[config.mk]
export PLATFORM = sky130hd
export DESIGN_NAME = wb_bus_if
export DESIGN_NICKNAME = d
export VERILOG_FILES = /design/src/rtl/wb_bus_if_pkg.sv /design/src/rtl/wb_bus_if.sv
export SDC_FILE = /design/constraint.sdc
export NUM_CORES = 1
export LEC_CHECK = 0
export CORE_MARGIN = 2
export CORE_UTILIZATION = 48
export DETAILED_ROUTE_END_ITERATION = 10
export GPL_ROUTABILITY_DRIVEN = 1
export PLACE_DENSITY_LB_ADDON = 0.12
export SLEW_MARGIN = 10
export SYNTH_ARGS = -nofsm -noshare
export SYNTH_HDL_FRONTEND = slang
export SYNTH_SLANG_ARGS = --single-unit
[constraint.sdc]
create_clock -name clk -period 5.1 [get_ports clk]
set_clock_uncertainty 0.1 [all_clocks]
set_input_delay 0.765 -clock clk [delete_from_list [all_inputs] [get_ports clk]]
set_output_delay 0.765 -clock clk [all_outputs]
set_load 0.01 [all_outputs]
[src/rtl/wb_bus_if_pkg.sv]
// Shared encodings and bus widths for the CPU-side Wishbone classic master.
package wb_bus_if_pkg;

  localparam int WB_ADDR_W      = 32;
  localparam int WB_DATA_W      = 32;
  localparam int WB_TIMEOUT_CYC = 255;

  localparam logic [WB_DATA_W-1:0] ZERO_WORD = 32'h0000_0000;

  typedef enum logic [1:0] {
    STATE_IDLE           = 2'd0,
    STATE_BUSY           = 2'd1,
    STATE_WAIT_FOR_STALL = 2'd2
  } wb_state_e;

  // Width of the timeout counter; stays at least one bit when the timeout is disabled.
  function automatic int cnt_width(input int cyc);
    return (cyc > 0) ? $clog2(cyc + 1) : 1;
  endfunction

endpackage

[src/rtl/wb_bus_if.sv]
// Wishbone B4 classic master: turns a single-cycle CPU request into a bus cycle,
// stalls the pipeline until ack and holds read data while other stages stall.
module wb_bus_if
  import wb_bus_if_pkg::*;
#(
  parameter int ADDR_W      = WB_ADDR_W,
  parameter int DATA_W      = WB_DATA_W,
  parameter int TIMEOUT_CYC = WB_TIMEOUT_CYC
) (
  input  logic                clk,
  input  logic                rst,
  input  logic [5:0]          stall_i,
  input  logic                flush_i,
  input  logic                cpu_ce_i,
  input  logic [ADDR_W-1:0]   cpu_addr_i,
  input  logic [DATA_W-1:0]   cpu_data_i,
  input  logic                cpu_we_i,
  input  logic [DATA_W/8-1:0] cpu_sel_i,
  output logic [DATA_W-1:0]   cpu_data_o,
  output logic                stallreq_o,
  output logic                bus_err_o,
  input  logic [DATA_W-1:0]   wishbone_data_i,
  input  logic                wishbone_ack_i,
  output logic [ADDR_W-1:0]   wishbone_addr_o,
  output logic [DATA_W-1:0]   wishbone_data_o,
  output logic                wishbone_we_o,
  output logic [DATA_W/8-1:0] wishbone_sel_o,
  output logic                wishbone_stb_o,
  output logic                wishbone_cyc_o
);

  localparam int SEL_W = DATA_W / 8;
  localparam int CNT_W = cnt_width(TIMEOUT_CYC);
  localparam logic [CNT_W-1:0] CNT_MAX  = {CNT_W{1'b1}};
  localparam logic [CNT_W-1:0] CNT_ONE  = CNT_W'(1'b1);
  localparam logic [CNT_W-1:0] CNT_LAST = CNT_W'(TIMEOUT_CYC - 1);
  localparam bit               TIMEOUT_EN = (TIMEOUT_CYC != 0);

  wb_state_e          state_r, state_nxt_s;
  logic [ADDR_W-1:0]  addr_r;
  logic [DATA_W-1:0]  wdata_r;
  logic               we_r;
  logic [SEL_W-1:0]   sel_r;
  logic               stb_r;
  logic [DATA_W-1:0]  rbuf_r;
  logic [CNT_W-1:0]   cnt_r;
  logic               bus_err_r;

  logic               start_s;
  logic               release_s;
  logic               latch_s;
  logic               timeout_s;
  logic               buf_clr_s;
  logic               stallreq_s;
  logic [DATA_W-1:0]  cpu_data_s;

  // Next-state decode and combinational CPU-side outputs.
  always_comb begin
    state_nxt_s = state_r;
    start_s     = 1'b0;
    release_s   = 1'b0;
    latch_s     = 1'b0;
    timeout_s   = 1'b0;
    buf_clr_s   = 1'b0;
    stallreq_s  = 1'b0;
    cpu_data_s  = {DATA_W{1'b0}};
    case (state_r)
      STATE_IDLE: begin
        stallreq_s = cpu_ce_i & ~flush_i;
        if (cpu_ce_i && !flush_i) begin
          start_s     = 1'b1;
          buf_clr_s   = 1'b1;
          state_nxt_s = STATE_BUSY;
        end else begin
          state_nxt_s = STATE_IDLE;
        end
      end
      STATE_BUSY: begin
        // Flush beats ack, and an ack in the last allowed cycle beats the timeout.
        if (flush_i) begin
          release_s   = 1'b1;
          buf_clr_s   = 1'b1;
          state_nxt_s = STATE_IDLE;
        end else if (wishbone_ack_i) begin
          release_s   = 1'b1;
          latch_s     = ~we_r;
          cpu_data_s  = we_r ? {DATA_W{1'b0}} : wishbone_data_i;
          state_nxt_s = (stall_i != 6'b000000) ? STATE_WAIT_FOR_STALL : STATE_IDLE;
        end else if (TIMEOUT_EN && (cnt_r == CNT_LAST)) begin
          release_s   = 1'b1;
          timeout_s   = 1'b1;
          buf_clr_s   = 1'b1;
          state_nxt_s = STATE_IDLE;
        end else begin
          stallreq_s  = 1'b1;
          state_nxt_s = STATE_BUSY;
        end
      end
      STATE_WAIT_FOR_STALL: begin
        cpu_data_s = rbuf_r;
        if (flush_i) begin
          buf_clr_s   = 1'b1;
          state_nxt_s = STATE_IDLE;
        end else if (stall_i == 6'b000000) begin
          state_nxt_s = STATE_IDLE;
        end else begin
          state_nxt_s = STATE_WAIT_FOR_STALL;
        end
      end
      default: begin
        state_nxt_s = STATE_IDLE;
      end
    endcase
  end

  // FSM state register.
  always_ff @(posedge clk or negedge rst) begin
    if (!rst) begin
      state_r <= STATE_IDLE;
    end else begin
      state_r <= state_nxt_s;
    end
  end

  // Registered Wishbone request; fields are held stable while stb is high.
  always_ff @(posedge clk or negedge rst) begin
    if (!rst) begin
      stb_r   <= 1'b0;
      addr_r  <= {ADDR_W{1'b0}};
      wdata_r <= {DATA_W{1'b0}};
      we_r    <= 1'b0;
      sel_r   <= {SEL_W{1'b0}};
    end else if (start_s) begin
      stb_r   <= 1'b1;
      addr_r  <= cpu_addr_i;
      wdata_r <= cpu_data_i;
      we_r    <= cpu_we_i;
      sel_r   <= cpu_sel_i;
    end else if (release_s) begin
      stb_r   <= 1'b0;
      addr_r  <= {ADDR_W{1'b0}};
      wdata_r <= {DATA_W{1'b0}};
      we_r    <= 1'b0;
      sel_r   <= {SEL_W{1'b0}};
    end
  end

  // Read buffer, saturating timeout counter and error pulse.
  always_ff @(posedge clk or negedge rst) begin
    if (!rst) begin
      rbuf_r    <= ZERO_WORD[DATA_W-1:0];
      cnt_r     <= {CNT_W{1'b0}};
      bus_err_r <= 1'b0;
    end else begin
      bus_err_r <= timeout_s;
      if (buf_clr_s) begin
        rbuf_r <= {DATA_W{1'b0}};
      end else if (latch_s) begin
        rbuf_r <= wishbone_data_i;
      end
      if (start_s) begin
        cnt_r <= {CNT_W{1'b0}};
      end else if ((state_r == STATE_BUSY) && (cnt_r != CNT_MAX)) begin
        cnt_r <= cnt_r + CNT_ONE;
      end
    end
  end

  assign wishbone_stb_o  = stb_r;
  assign wishbone_cyc_o  = stb_r;
  assign wishbone_addr_o = addr_r;
  assign wishbone_data_o = wdata_r;
  assign wishbone_we_o   = we_r;
  assign wishbone_sel_o  = sel_r;
  assign bus_err_o       = bus_err_r;
  assign stallreq_o      = stallreq_s;
  assign cpu_data_o      = cpu_data_s;

endmodule

==> flow_metrics.env <==
export IMPL_combPwrFrac_pct=25.8
export IMPL_clk_latency_ns=0.40
export IMPL_grt_pass1_wl_um=24300
export IMPL_grt_pass1_vias=4848
export IMPL_swShare_pct=27.5
export IMPL_grt_usage_pct=23.9
export IMPL_crit_type="primary input to primary output"
export IMPL_slowest_stage="clkdlybuf4s50_1"
export IMPL_wl_um=14700
export IMPL_grt_overflow=0
export IMPL_start_kind="primary input"
export IMPL_grt_max_degree=74
export IMPL_worst_slack_ns=1.41
export IMPL_nets=807
export IMPL_ioPinCount=217
export IMPL_synth_ff_type="dfrtp_1"
export IMPL_drv_slew=0
export IMPL_drc=0
export IMPL_drtIter0Drc=224
export IMPL_critPathRequiredTime_ns=4.24
export IMPL_critPathCaptureType="primary output"
export IMPL_ys_types=38
export IMPL_ir_drop_mv=0.264
export IMPL_synth_async_sr_flop_share_pct=100
export IMPL_syn2layout_area_growth_pct=46.8
export IMPL_cp_cell_sequence="clkdlybuf4s50_1 > and4bb_2 > buf_12 > a22oi_1 > nor2b_1 > clkdlybuf4s50_1"
export IMPL_layout_commonest_cell="clkdlybuf4s50_1"
export IMPL_clkPwrFrac_pct=36.8
export IMPL_switchingPower_mw=0.849
export IMPL_ys_ff_latch=113
export IMPL_rsz0062_at_grt="false"
export IMPL_cts_resized_gates=0
export IMPL_hp_class="primary input to asynchronous set/reset pin"
export IMPL_powerDensity_nw_per_um2=373
export IMPL_final_hold_viol_count=0
export IMPL_h_tree_depth=4
export IMPL_grt_util_met2_pct=38.8
export IMPL_core_sq_um=11500
export IMPL_syn_cell_area_sq_um=5640
export IMPL_drive_gt1_share_pct=7.26
export IMPL_hold_buffers=0
export IMPL_die_area_sq_um=12600
export IMPL_portBuffers=216
export IMPL_top_usage_layer="met2"
export IMPL_synth_edf_count=0
export IMPL_yosys_warnings=0
export IMPL_root_buffer="clkbuf_16"
export IMPL_max_slew_margin_pct=30.1
export IMPL_die_y_um=112
export IMPL_grt_util_met3_pct=9.13
export IMPL_slowest_delay_ns=0.57
export IMPL_critPathMostFrequentCell="clkdlybuf4s50_1"
export IMPL_dp_hpwl_um=10000
export IMPL_diodes=0
export IMPL_regToRegSetupSlack_ns=2.24
export IMPL_syn_avg_cell_area_sq_um=11.5
export IMPL_final_util_pct=72.2
export IMPL_reg2reg_to="wishbone_data_o[26]$_DFFE_PN0P_"
export IMPL_cts_setup_buffers=0
export IMPL_drv_cap=0
export IMPL_cts_made_buffers=17
export IMPL_setup_viol=0
export IMPL_antenna_found_initial=0
export IMPL_cts_sinks=113
export IMPL_clock_path_buffers=2
export IMPL_initial_core_util_pct=49.2
export IMPL_tightest_slew_ns=1.05
export IMPL_layout_common_cells="clkdlybuf4s50_1 (215), dfrtp_1 (113), mux2i_1 (105)"
export IMPL_finalPower_mw=3.09
export IMPL_ant_nets=0
export IMPL_grt_use_met1_pct=29.9
export IMPL_p_int_mw=2.24
export IMPL_r2r_cells=7
export IMPL_avgViaCountPerCell=5.45
export IMPL_fillers=863
export IMPL_place_congestion=0.792
export IMPL_status="finished, final reports clean"
export IMPL_cp_max_fo=64
export IMPL_wl_per_cell_um=17.4
export IMPL_dr_pass1_iters=5
export IMPL_vias=4602
export IMPL_netlist_instances=492
export IMPL_synth_nets=610
export IMPL_leakage_nw=3.67
export IMPL_critPathArrivalTime_ns=2.82
export IMPL_pre_cts_slack_ns=1.41
export IMPL_rows=39
export IMPL_r2r_start="state_r[0]$_DFF_PN0_"
export IMPL_cts_tree="done"
export IMPL_tns_ns=0
export IMPL_ys_seq_area_share_pct=50.1
export IMPL_max_freq_mhz=271
export IMPL_fp_dieW_um=112
export IMPL_power_frac_seq_pct=37.4
export IMPL_min_period_ns=3.69
export IMPL_path_clk_slew_ns=0.05
export IMPL_finalCritPeriodShare_pct=72.3
## routing by layer
layer / vias up / share of wire, %
li1: 2192 / -
met1: 2236 / 41
met2: 161 / 49
met3: 13 / 8.2
met4: 0 / 1.2
met5: - / 0
## power by group through the flow
stage | Combinational [mW] | Clock (mW) | Sequential [mW]
after floorplan | 0.307 | 0 | 1.22
after global placement | 0.783 | 0 | 1.16
after detailed placement | 0.801 | 0 | 1.17
after CTS | 0.806 | 1.15 | 1.16
after global routing | 0.863 | 1.20 | 1.18
final | 0.797 | 1.14 | 1.16
## final cells by class
| cell class | instances | area (sq um) | share of cell area [%] |
|---|---|---|---|
| flip-flops and latches | 113 | 2830 | 34.1 |
| inverters | 4 | 15.0 | 0.181 |
| repair buffers | 224 | 2230 | 27.0 |
| clock inverters | 11 | 113 | 1.36 |
| clock buffers | 21 | 460 | 5.56 |
| well taps | 143 | 179 | 2.16 |
| multi-input cells | 329 | 2450 | 29.6 |
## per-stage QoR
stage,area (sq um),hold WS (ns),cells
floorplan,5640,0.369,492
global placement,7700,0.433,813
detailed placement,7700,0.447,813
CTS,8280,0.432,845
global route,8280,0.487,845
finish,8280,0.401,845
## sequential cells by signal, indices dropped and copies added (netlist names)
name / cells
wishbone_sel_o: 4
rbuf_r: 32
wishbone_data_o: 32
wishbone_addr_o: 32
state_r: 2
cnt_r: 8
wishbone_cyc_o: 1
bus_err_o: 1
wishbone_we_o: 1
## kinds of logic (layout without fill, tap and decap cells)
logic type	after synthesis	in the layout	synth area share, %
buf+inv	50	260	6.63
fa+ha+maj	6	6	1.33
simple gates	98	98	10.7
flops	113	113	50.1
mux	105	105	18.6
compound gates	120	120	12.6
## Yosys cell counts, types with 3 or more instances
master | count | area (sq um)
nand2_1 | 11 | 41.3
ha_1 | 6 | 75.1
a21oi_1 | 76 | 380
mux2i_1 | 105 | 1050
nor3_2 | 3 | 30.0
clkbuf_1 | 7 | 26.3
buf_6 | 20 | 225
nor3_1 | 32 | 160
a22oi_1 | 32 | 240
buf_4 | 5 | 37.5
inv_1 | 4 | 15.0
dfrtp_1 | 113 | 2830
nand2b_1 | 4 | 25.0
nor2b_1 | 32 | 200
buf_2 | 14 | 70.1
## worst max path at each step
stage | start | to | slack, ns
final | flush_i | cpu_data_o[10] | 1.41
after global routing | state_r[1]$_DFF_PN0_ | cpu_data_o[19] | 1.25
after CTS | state_r[0]$_DFF_PN0_ | cpu_data_o[9] | 1.35
after detailed placement | flush_i | cpu_data_o[10] | 1.41
after global placement | flush_i | cpu_data_o[9] | 1.46
after floorplan | flush_i | cpu_data_o[11] | 2.59
## worst max-delay path, delay by kind of cell
kind / cells / cell delay, ns
buffers and inverters: 3 / 1.37
and+or+nand+nor: 2 / 0.52
AOI/OAI and AO/OA: 1 / 0.12
No activity file was read; power rests on OpenSTA's default activity.
